===== src/rtl/mem_pkg.sv =====
// Shared widths and the address-to-line decode function for the memory block.
// Vectors run ascending: index 0 of address is the LSB, S[k] is line k.
package mem_pkg;

    localparam int ADDR_W = 3;
    localparam int N_OUT  = 2 ** ADDR_W;

    typedef logic [0:ADDR_W-1] addr_t;
    typedef logic [0:N_OUT-1]  lines_t;

    // address[i] carries weight 2**i, so rebuild a plain binary index first.
    function automatic lines_t onehot_decode(input addr_t addr);
        logic [ADDR_W-1:0] idx;
        lines_t            res;
        for (int i = 0; i < ADDR_W; i++) begin
            idx[i] = addr[i];
        end
        res      = '0;
        res[idx] = 1'b1;
        return res;
    endfunction

endpackage


===== src/rtl/address_decoder_if.sv =====
// Decoder request/response bundle: address + select in, select lines + flag out.
interface address_decoder_if;
    import mem_pkg::*;

    logic   select;
    addr_t  address;
    lines_t S;
    logic   any_sel;

    modport master (output select, output address, input S, input any_sel);
    modport slave  (input select, input address, output S, output any_sel);

endinterface


===== src/rtl/address_decoder_core.sv =====
// Combinational 3-to-8 decode with enable; all-zero when select is low.
module address_decode_core
    import mem_pkg::*;
(
    input  logic   select,
    input  addr_t  address,
    output lines_t lines
);

    assign lines = select ? onehot_decode(address) : '0;

endmodule


===== src/rtl/address_decoder.sv =====
// Registered one-hot address decoder: one clock from (address, select) to S/any_sel.
module address_decoder
    import mem_pkg::*;
(
    input  logic              clk,
    input  logic              rst_n,
    address_decoder_if.slave  bus
);

    lines_t dec;
    lines_t s_q;
    logic   any_q;

    address_decode_core u_core (
        .select  (bus.select),
        .address (bus.address),
        .lines   (dec)
    );

    // Both outputs load from the same decoded vector, so S and any_sel never disagree.
    always_ff @(posedge clk) begin
        if (!rst_n) begin
            s_q   <= '0;
            any_q <= 1'b0;
        end else begin
            s_q   <= dec;
            any_q <= |dec;
        end
    end

    assign bus.S       = s_q;
    assign bus.any_sel = any_q;

endmodule


===== src/flat_wrapper.sv =====
// flat-port wrapper written by rule: the top's interface ports become plain ports
module address_decoder_flat import mem_pkg::*;
  (clk, rst_n, bus_select, bus_address, bus_S, bus_any_sel);
  address_decoder_if bus_i ();
  input  logic clk;
  input  logic rst_n;
  input wire logic [$bits(bus_i.select)-1:0] bus_select;
  input wire logic [$bits(bus_i.address)-1:0] bus_address;
  output wire logic [$bits(bus_i.S)-1:0] bus_S;
  output wire logic [$bits(bus_i.any_sel)-1:0] bus_any_sel;
  assign bus_i.select = bus_select;
  assign bus_i.address = bus_address;
  assign bus_S = bus_i.S;
  assign bus_any_sel = bus_i.any_sel;
  address_decoder u_core (.clk(clk), .rst_n(rst_n), .bus(bus_i));
endmodule

===== config.mk =====
export PLATFORM = sky130hd
export DESIGN_NAME = address_decoder_flat
export DESIGN_NICKNAME = d
export VERILOG_FILES = /design/src/rtl/mem_pkg.sv /design/src/rtl/address_decoder_if.sv /design/src/rtl/address_decoder_core.sv /design/src/rtl/address_decoder.sv /design/src/flat_wrapper.sv
export SDC_FILE = /design/constraint.sdc
export NUM_CORES = 1
export LEC_CHECK = 0
export CAP_MARGIN = 20
export CORE_AREA = 2 2 39 41
export CTS_BUF_LIST = sky130_fd_sc_hd__clkbuf_4 sky130_fd_sc_hd__clkbuf_8
export DETAILED_ROUTE_END_ITERATION = 7
export DIE_AREA = 0 0 41 43
export GPL_TIMING_DRIVEN = 0
export PLACE_DENSITY = 0.5
export SLEW_MARGIN = 20
export SYNTH_ARGS = -nofsm -noshare
export SYNTH_HDL_FRONTEND = slang
export SYNTH_SLANG_ARGS = --single-unit

===== constraint.sdc =====
create_clock -name clk -period 0.8 [get_ports clk]
set_input_delay 0.2 -clock clk [delete_from_list [all_inputs] [get_ports clk]]
set_output_delay 0.2 -clock clk [all_outputs]
set_load 0.02 [all_outputs]

Word-level counts from Yosys, hierarchy flattened
Index checks and enable logic that the tools add are counted.
Widths: inputs -> output; s select.
{"block": "op_classes", "magnitude_cmp": 2, "mux": 3, "n_bitwise": 1, "n_reduce_logical": 2}
{"op": "$mux 8", "n": 1}
{"op": "$reduce_or 8->1", "n": 1}
{"op": "$ge 4x4->1 const B", "n": 1}
{"op": "$lt 4x1->1 const B", "n": 1}
{"op": "$not 3->4", "n": 1}
{"op": "$demux 1 s3", "n": 1}
{"op": "$logic_and 1x1->1", "n": 1}
{"op": "$mux 1", "n": 1}
{"block": "totals", "ff_bits": 9, "in_bits": 6, "out_inout_bits": 9, "elab_cells": 10}

Depth between registers and ports, before layout
{"block": "logic_depth", "depth_word": 7, "ltp_mapped": 2, "mapped_depth_nobuf": 2}

Cells and area by module
From an unflattened synthesis, not the netlist that was laid out.
{"block": "unflattened", "hier_cells": 28, "area_unflattened_um2": 360.3}
{"mod": "address_decoder", "instances": 1, "cells_each": 20, "area_per_inst_um2": 264.0, "seq_area_each_um2": 180.2}
{"mod": "address_decode_core", "instances": 1, "cells_each": 8, "area_per_inst_um2": 96.3, "seq_area_each_um2": 0.0}

Least setup slack after synthesis
No wires, ideal clock.
{"block": "synth_timing", "path_type": "flip-flop to output port", "start": "register u_core.s_q[0] (netlist: u_core.bus.S[0])", "end": "output bus_S[0]", "arrival_ns": 0.395, "t_required_ns": 0.600, "path_slack_ns": 0.205, "path_stages_with_launch": 1, "path_buffers": 0, "path_cell_list": "dfxtp_1"}
{"element": "from (decl)", "line": "address_decoder.sv:11", "source": "lines_t s_q;"}
{"element": "from (signal assigned)", "line": "address_decoder.sv:23", "source": "s_q <= '0;"}
{"element": "from (signal assigned)", "line": "address_decoder.sv:26", "source": "s_q <= dec;"}
{"element": "to (decl)", "line": "flat_wrapper.sv:9", "source": "output wire logic [$bits(bus_i.S)-1:0] bus_S;"}
No word-level cell between the ends.

Worst setup path in the final report
{"block": "layout_timing", "start": "register u_core.s_q[4] (netlist: u_core.bus.S[4])", "end": "output bus_S[4]"}
No word-level cell between the ends.

==> reports/metrics.yaml <==
status: "finished with violations"
violations: "negative setup slack"
startpoint_type: "register"
wl_um: 480
rsz0062_at_grt: "yes"
cpLargestDelayFamily: "flip-flops"
cts.reportedPaths.clkPinSlew_ps: 60
grt_pass1_wl_um: 745
worstPathRequired_ps: 600
worstHoldStart: "rst_n"
chipWidth_um: 41
vias: 221
postCtsHoldBufs: 0
die_y_um: 43
numCtsBuffers: 3
maxSlewViolCount: 0
drc: 0
drt_iter0_markers: 2
drt_pass1_iterations: 3
n_antenna_cell: 0
yosys_register_bits: 9
hold_viol: 0
fmax_mhz: 1127
period_needed_ps: 887.0
critical_path_class: "register to primary output"
fin_crit_sh_pct: 110.9
end_kind: "primary output"
maxCapViolations: 0
ys_warn_count: 0
fin_tns_setup_ps: -763.1
cts_tree: "yes"
critPathBufInv: 1
hold_class: "input pin to register"
grt_start_max_net_pins: 6
drive_above_1_share_pct: 60.98
synthCells: 23
synthDistinctLibCells: 8
area_delta_synth_final_pct: 83.50
fin_ws_ps: -86.98
grt.total_usage_pct: 7.179
port_buffers: 14
relSlewSlack_pct: 87.52
ant_nets: 0
syn_nets: 29
viasPerCell: 3.877
tightest_slew_ps: 186.6
ios: 15
finalSetupViolations: 9
synth_seq_area_share_pct: 69.90
powerDensity_nw_per_um2: 1926
cp.arrival_ps: 690
leakage_nw: 0.2088
coreArea_um2: 1384
wire_per_inst_um: 8.421
crit_fanout: 1
globalplace.congestion: 0.6580
crit_chain: "buf_6"
slowest_stage: "dfxtp_2"
row_count: 14
final_util_pct: 34.18
overflow: 0
clockBufferDepth: 2
holdPathStages: 2
die_area_um2: 1763
dpl.hpwl_um: 402.7
cts_root_buffer: "clkbuf_4"
layout_common_cells: "9 x buf_6, 9 x dfxtp_2, 6 x nor2_1"
max_stage_delay_ps: 320
syn_area_per_cell_um2: 11.21
synth_area_um2: 257.7
min_to: "u_core.bus.any_sel"
ctsHtreeMaxLevel: 1
vdd_ir_drop_max_mv: 0.4676
grt_pass1_vias: 219
final_nets: 48
hold_ws_ps: 246.4
start_util_pct: 18.63
grt_antenna_before_repair: 0
clock_sinks: 9
-- layout make-up --
cell class	count	area (µm²)
clock buffer	4	30.03
fill	138	910.9
multi-input combinational	14	82.58
sequential	9	191.4
tap	16	20.02
timing repair buffer	14	148.9
-- cell usage after synthesis --
library cell / instances / area (µm²)
dfxtp_1: 9 / 180.2
nor2_1: 6 / 22.52
nand2b_1: 2 / 12.51
nor3_2: 2 / 20.02
and2_1: 1 / 6.260
nand2_1: 1 / 3.750
nand3_1: 1 / 5.000
nand3b_1: 1 / 7.510
-- flip-flops by register name (all words and copies together), names as in the netlist --
signal              flops
u_core.bus.S            8
u_core.bus.any_sel      1
-- cells by family (layout without fill, tap and decap cells) --
kind of cell / count (synthesis) / after routing / share of synthesized area, %
flops: 9 / 9 / 69.90
simple gates: 14 / 14 / 30.10
buf+inv: 0 / 18 / 0
-- metal layers --
| layer | up-vias | part of all wire, % | GRT usage (%) | wire length [µm] |
|---|---|---|---|---|
| met1 | 107 | 29 | 4.605 | 140 |
| met3 | 0 | 3.8 | 1.571 | 18 |
| met2 | 4 | 67 | 11.25 | 321 |
| li1 | 110 | - | - | - |
| met4 | 0 | 0 | 12.00 | 0 |
| met5 | - | 0 | 0 | 0 |
-- how the worst max path moves through the flow --
stage,endpoint,depth (start not counted),startpoint
after floorplan,bus_S[0],0,u_core.bus.S[0]
after global placement,u_core.bus.S[3],3,bus_address[2]
after detailed placement,u_core.bus.S[6],3,bus_address[0]
after CTS,bus_S[0],1,u_core.bus.S[0]
after global routing,bus_S[0],1,u_core.bus.S[0]
final,bus_S[4],1,u_core.bus.S[4]
-- report_power, final --
| part | leakage [nW] | internal [W] | switching (W) |
|---|---|---|---|
| sequential | 0.0773 | 0.000459 | 0.00000396 |
| clock | 0.0184 | 0.000225 | 0.000144 |
| combinational | 0.113 | 0.0000394 | 0.0000388 |
| total | 0.209 | 0.000724 | 0.000187 |
-- stage by stage --
step           setup slack (ps)  instances  area (µm²)  power (W)
4_1_cts                  -100.4         57       465.4  0.0009251
2_1_floorplan             204.9         23       257.7  0.0004988
3_5_place_dp             -302.5         53       417.9  0.0005529
6_report                 -86.98         57       473.0  0.0009107
5_1_grt                  -109.7         57       473.0  0.0009475
3_3_place_gp             -283.5         53       417.9  0.0005510
-- timing repair --
action	4_1_cts	5_1_grt
pin swaps	3	3
setup buffers	0	0
endpoints found under the setup margin	13	17
endpoints found under the hold margin	0	0
gates resized for setup	67	2
No activity file was read; power rests on OpenSTA's default activity.
